===== src/rtl/ppr_walk_engine.sv =====
// Personalized-PageRank walk engine: M_RW walks of MAX_STEPS hops per seed, bumping a visit counter per (node, seed, step).
// Step costs 11 cycles (6 on restart/dangling); single-port BRAM, read data one cycle after address, no backpressure.
module ppr_walk_engine #(
    parameter int          ADDR_WIDTH   = 13,
    parameter int          DATA_WIDTH   = 32,
    parameter int          SEED_NUM     = 10,
    parameter int          M_RW         = 100,
    parameter int          MAX_STEPS    = 6,
    parameter int          NEI_ADDR_OFF = 10,
    parameter int          CNT_OFF      = 1000,
    parameter logic [15:0] RESTART_THR  = 16'h0000,
    parameter logic [31:0] LFSR_INIT    = 32'h00000007
) (
    input  logic                  clk,
    input  logic                  arst_n,
    input  logic                  start,
    output logic                  busy,
    output logic                  done,
    output logic [ADDR_WIDTH-1:0] mem_addr,
    output logic                  mem_we,
    output logic [DATA_WIDTH-1:0] mem_wdata,
    input  logic [DATA_WIDTH-1:0] mem_rdata
);
    localparam int AW = ADDR_WIDTH;
    localparam int DW = DATA_WIDTH;
    localparam int SW = (SEED_NUM  > 1) ? $clog2(SEED_NUM)  : 1;
    localparam int WW = (M_RW      > 1) ? $clog2(M_RW)      : 1;
    localparam int TW = (MAX_STEPS > 1) ? $clog2(MAX_STEPS) : 1;

    typedef enum logic [3:0] {
        IDLE, RD_SEED, RD_FIRST, RD_LAST, CHK, RD_NEI, RD_CNT, WR_CNT, ADV, DONE
    } state_t;

    state_t        r_state, w_state_nxt;
    logic          r_ph, w_ph_nxt;
    logic [SW-1:0] r_seed_idx;
    logic [WW-1:0] r_walk_idx;
    logic [TW-1:0] r_step_idx;
    logic [DW-1:0] r_seed_node, r_curr, r_first, r_last, r_cnt;
    logic [AW-1:0] r_nei_addr;
    logic [31:0]   r_lfsr;

    logic          w_restart, w_dangling, w_jump;
    logic          w_last_step, w_last_walk, w_last_seed;
    logic [DW-1:0] w_span, w_rnd, w_nei_off;
    logic [AW-1:0] w_tbl_addr, w_cnt_addr;
    logic [31:0]   w_lfsr_nxt;

    // Borrow out of the 17-bit difference is the unsigned "lfsr_hi < threshold" flag.
    assign w_restart   = 1'(({1'b0, r_lfsr[31:16]} - {1'b0, RESTART_THR}) >> 16);
    assign w_dangling  = r_last < r_first;
    assign w_jump      = w_restart || w_dangling;
    assign w_span      = r_last - r_first + DW'(1);
    assign w_rnd       = DW'(r_lfsr);
    assign w_nei_off   = (w_span == '0) ? w_rnd : (w_rnd % w_span);
    assign w_tbl_addr  = AW'(NEI_ADDR_OFF) + (AW'(r_curr) << 1);
    assign w_cnt_addr  = AW'(CNT_OFF)
                       + (AW'(r_curr) * AW'(SEED_NUM) + AW'(r_seed_idx)) * AW'(MAX_STEPS)
                       + AW'(r_step_idx);
    assign w_last_step = r_step_idx == TW'(MAX_STEPS - 1);
    assign w_last_walk = r_walk_idx == WW'(M_RW - 1);
    assign w_last_seed = r_seed_idx == SW'(SEED_NUM - 1);
    assign w_lfsr_nxt  = {1'b0, r_lfsr[31:1]} ^ (r_lfsr[0] ? 32'h80200003 : 32'h0);

    assign busy = (r_state != IDLE) && (r_state != DONE);
    assign done = r_state == DONE;

    always_ff @(posedge clk or negedge arst_n) begin
        if (!arst_n) begin
            r_state <= IDLE;
            r_ph    <= 1'b0;
        end else begin
            r_state <= w_state_nxt;
            r_ph    <= w_ph_nxt;
        end
    end

    always_comb begin
        w_state_nxt = r_state;
        w_ph_nxt    = 1'b0;
        mem_addr    = '0;
        mem_we      = 1'b0;
        mem_wdata   = '0;
        case (r_state)
            IDLE:     if (start) w_state_nxt = RD_SEED;
            RD_SEED: begin
                mem_addr = AW'(r_seed_idx);
                w_ph_nxt = ~r_ph;
                if (r_ph) w_state_nxt = RD_FIRST;
            end
            RD_FIRST: begin
                mem_addr = w_tbl_addr;
                w_ph_nxt = ~r_ph;
                if (r_ph) w_state_nxt = RD_LAST;
            end
            RD_LAST: begin
                mem_addr = w_tbl_addr + AW'(1);
                w_ph_nxt = ~r_ph;
                if (r_ph) w_state_nxt = CHK;
            end
            CHK:      w_state_nxt = w_jump ? ADV : RD_NEI;
            RD_NEI: begin
                mem_addr = r_nei_addr;
                w_ph_nxt = ~r_ph;
                if (r_ph) w_state_nxt = RD_CNT;
            end
            RD_CNT: begin
                mem_addr = w_cnt_addr;
                w_ph_nxt = ~r_ph;
                if (r_ph) w_state_nxt = WR_CNT;
            end
            WR_CNT: begin
                mem_addr    = w_cnt_addr;
                mem_we      = 1'b1;
                mem_wdata   = (&r_cnt) ? r_cnt : r_cnt + DW'(1);
                w_state_nxt = ADV;
            end
            ADV: begin
                if (!w_last_step || !w_last_walk) w_state_nxt = RD_FIRST;
                else if (!w_last_seed)            w_state_nxt = RD_SEED;
                else                              w_state_nxt = DONE;
            end
            DONE:     w_state_nxt = IDLE;
            default:  w_state_nxt = IDLE;
        endcase
    end

    always_ff @(posedge clk or negedge arst_n) begin
        if (!arst_n) begin
            r_seed_idx  <= '0;
            r_walk_idx  <= '0;
            r_step_idx  <= '0;
            r_seed_node <= '0;
            r_curr      <= '0;
            r_first     <= '0;
            r_last      <= '0;
            r_cnt       <= '0;
            r_nei_addr  <= '0;
            r_lfsr      <= LFSR_INIT;
        end else begin
            r_lfsr <= w_lfsr_nxt;
            case (r_state)
                IDLE: if (start) begin
                    r_seed_idx <= '0;
                    r_walk_idx <= '0;
                    r_step_idx <= '0;
                end
                RD_SEED: if (r_ph) begin
                    r_seed_node <= mem_rdata;
                    r_curr      <= mem_rdata;
                end
                RD_FIRST: if (r_ph) r_first <= mem_rdata;
                RD_LAST:  if (r_ph) r_last  <= mem_rdata;
                CHK: begin
                    if (w_jump) r_curr     <= r_seed_node;
                    else        r_nei_addr <= AW'(r_first + w_nei_off);
                end
                RD_NEI:   if (r_ph) r_curr <= mem_rdata;
                RD_CNT:   if (r_ph) r_cnt  <= mem_rdata;
                ADV: begin
                    if (!w_last_step) begin
                        r_step_idx <= r_step_idx + 1'b1;
                    end else if (!w_last_walk) begin
                        r_walk_idx <= r_walk_idx + 1'b1;
                        r_step_idx <= '0;
                        r_curr     <= r_seed_node;
                    end else if (!w_last_seed) begin
                        r_seed_idx <= r_seed_idx + 1'b1;
                        r_walk_idx <= '0;
                        r_step_idx <= '0;
                    end
                end
                default: ;
            endcase
        end
    end

endmodule


===== config.mk =====
export PLATFORM = sky130hd
export DESIGN_NAME = ppr_walk_engine
export DESIGN_NICKNAME = d
export VERILOG_FILES = /design/src/rtl/ppr_walk_engine.sv
export SDC_FILE = /design/constraint.sdc
export NUM_CORES = 2
export LEC_CHECK = 0
export CORE_MARGIN = 2
export CORE_UTILIZATION = 66
export DETAILED_ROUTE_END_ITERATION = 8
export PLACE_DENSITY = 0.84
export SYNTH_ARGS = -nofsm -noshare
export SYNTH_HDL_FRONTEND = slang
export SYNTH_SLANG_ARGS = --single-unit

===== constraint.sdc =====
create_clock -name clk -period 118.5 [get_ports clk]
set_input_delay 23.7 -clock clk [delete_from_list [all_inputs] [get_ports clk]]
set_output_delay 23.7 -clock clk [all_outputs]
set_load 0.02 [all_outputs]

==> impl_results.md <==
* Core box area at 0.0627 sq mm
* Status: completed
* Seq cells post-synth at 184
* Least-Margin Pin Slew at 1.27 ns
* EDFF count, synth at 0
* Ports at 83
* # port buffers at 82
* Pins Over Slew Limit at 0
* Die Y-Extent at 255 um
* Post-Place Setup Slack at 18.30 ns
* Critical path's largest stage delay at 0.97 ns
* Fin crit period at 104.64 ns
* Critical path startpoint category: register
* Critical Path RT at 118.84 ns
* Clock latency on the worst-skew pair at 0.49 ns
* CTS resizes at 0
* Number of global-route vias before repair at 42,100
* Crit Path Class: register to register
* Maximum clock frequency at 9.56 MHz
* # hold bufs at CTS at 0
* Detail Route Antenna Nets at 0
* CP max-delay cell: nor2_1
* Unique masters post-synth at 111
* Drt wl/cell at 25.0 um
* Most frequent cells in the layout: ha_1, nor2_1, nand2_1
* CP Max Fanout at 40
* Most common cell after layout, fill and taps aside: ha_1
* Max-slew headroom at 15.2%
* Hold Crit Class: register to register
* Placed Area at 0.0435 sq mm
* Net count, final at 6,353
* Die footprint at 0.0651 sq mm
* Synthesized area per cell at 7.35 sq um
* Total number of vias at 45,800
* Ys flop type: dfrtp_1
* Hpwl dp at 124,000 um
* Period utilization at 88.3%
* RSZ-0062 raised after global routing: no
* Top cell by count, worst path: a21oi_1
* Yosys warns at 0
* DRC viols at 0
* Area Overhead vs Synth at 6.07%
* Setup TNS at 0 ns
* Total CTS buffers at 17
* Mapped Cells at 5,661
* Delay-heaviest family, CP: compound AO/OA/AOI/OAI gates
* H-tree depth at 4
* Post-CTS setup buffer count at 0
* Async SR Flop Fraction at 100%
* Clock Tree Root: clkbuf_16
* Sequential area share after synthesis at 11.1%
* Final Hold Viols at 0
* GRT Residual Overflow at 0
* Via/cell ratio at 7.03
* Mapped cell area at 0.0416 sq mm
* Arrival @ worst endpoint at 104.98 ns
* Clk slew on worst S/H paths at 0.10 ns
* Final Worst Setup Slack at 13.86 ns
* Finished Cell Area at 0.0442 sq mm
* Die Span X at 255 um
* Mapped Nets at 6,359
* Worst Setup End Kind: register
* # setup viols final at 0
* First-pass GRT wire length at 244,000 um
* Clock Skews at 0.0312 ns
* Fraction of layout cells with a size suffix above 1 at 7.07%
* Detailed-route wire length at 163,000 um
* Detailed Routing Iterations Pass 1 at 8
* Worst path bufs/invs at 21
* CTS tree: yes
* GRT Total Usage at 48.5%
* Max Buffers Root-to-Sink at 2
* Core Util, Final at 70.4%
* Clk sinks at 184
* Initial drt markers at 5,792
* Initial antenna violation count at 5
* Site row count at 92
* Initial Util at 66.4%
* Largest net degree at the start of global routing at 117
* RePlAce Congestion at 1.08
* Total of max-cap violations at 0
through the flow:
step / hold WS [ns] / cells
after floorplan: 0.366 / 5661
after global placement: 0.393 / 6482
after detailed placement: 0.401 / 6482
after CTS: 0.421 / 6514
after global routing: 0.432 / 6514
final: 0.415 / 6522
registers in the layout, indices dropped and copies added (netlist names):
| name | cells |
|---|---|
| r_nei_addr | 13 |
| r_last | 32 |
| r_seed_node | 12 |
| r_lfsr | 32 |
| r_walk_idx | 7 |
| r_seed_idx | 4 |
| r_cnt | 32 |
| r_ph | 1 |
| r_step_idx | 3 |
| r_curr | 12 |
| r_state | 4 |
| r_first | 32 |
synthesized netlist by cell type (22+ instances only):
cell / n / area, sq um
o211ai_1: 48 / 360
mux2_2: 154 / 1730
nor2b_1: 76 / 475
ha_1: 641 / 8020
or2_2: 49 / 307
nand2_1: 550 / 2060
or3_1: 61 / 382
o31ai_1: 42 / 315
o21ai_0: 328 / 1640
o21a_1: 138 / 1040
a211oi_1: 24 / 180
inv_1: 230 / 863
xor2_1: 210 / 1840
a21o_1: 158 / 1190
nand4_1: 64 / 400
o21bai_1: 47 / 353
a21oi_1: 495 / 2480
and3_1: 57 / 357
o21ai_1: 30 / 150
nand3_1: 180 / 901
xnor2_1: 263 / 2300
nand2b_1: 73 / 457
buf_1: 22 / 82.6
fa_1: 22 / 440
nor4_1: 30 / 188
clkbuf_1: 141 / 529
a31oi_1: 58 / 363
nor3_1: 173 / 866
nor2_1: 595 / 2230
mux2i_1: 43 / 430
dfrtp_1: 181 / 4530
and2_1: 44 / 275
metal layers:
metal | part of all wire (%) | track usage (%) | vias to the layer above
met2 | 42 | 73.7 | 3094
met4 | 7.4 | 29.2 | 4
met1 | 38 | 61.2 | 21100
met5 | 0.020 | 0 | -
li1 | - | - | 20800
met3 | 13 | 13.4 | 826
path summary, 6_finish.rpt:
kind	start	to	slack (ns)	cells after the start
min in group asynchronous	arst_n	r_cnt[15]$_DFFE_PN0P_	23.27	1
setup reg to reg	r_first[10]$_DFFE_PN0P_	r_nei_addr[12]$_DFFE_PN0P_	13.86	386
max in group asynchronous	arst_n	r_walk_idx[3]$_DFFE_PN0P_	93.70	2
setup / recovery	r_first[10]$_DFFE_PN0P_	r_nei_addr[12]$_DFFE_PN0P_	13.86	386
hold reg to reg	r_lfsr[21]$_DFF_PN0_	r_lfsr[20]$_DFF_PN0_	0.41	0
hold / removal	r_lfsr[21]$_DFF_PN0_	r_lfsr[20]$_DFF_PN0_	0.41	0
cell type report:
| cell class | instances | area (sq um) |
|---|---|---|
| Clock buffer | 17 | 425 |
| Sequential cell | 184 | 4610 |
| Multi-Input combinational cell | 5060 | 35600 |
| Timing Repair Buffer | 161 | 1420 |
| Fill cell | 5289 | 18600 |
| Inverter | 231 | 867 |
| Tap cell | 846 | 1060 |
| Clock inverter | 15 | 193 |
| Antenna cell | 8 | 20.0 |
cells by family (layout without fill, tap and decap cells):
kind of cell	Yosys count	after routing	share of synthesized area, %
and+or+nand+nor	2051	2051	23.5
AOI/OAI and AO/OA	1676	1676	26.1
adders and majority gates	663	663	20.3
xor gates and xnor gates	473	473	9.95
buffers and inverters	417	424	3.85
muxes	197	197	5.20
DFF	184	184	11.1
other	0	8	0
Power is left out: the tool's default activity adds up to more than one toggle a clock period on the data nets, which glitch-free logic cannot reach.
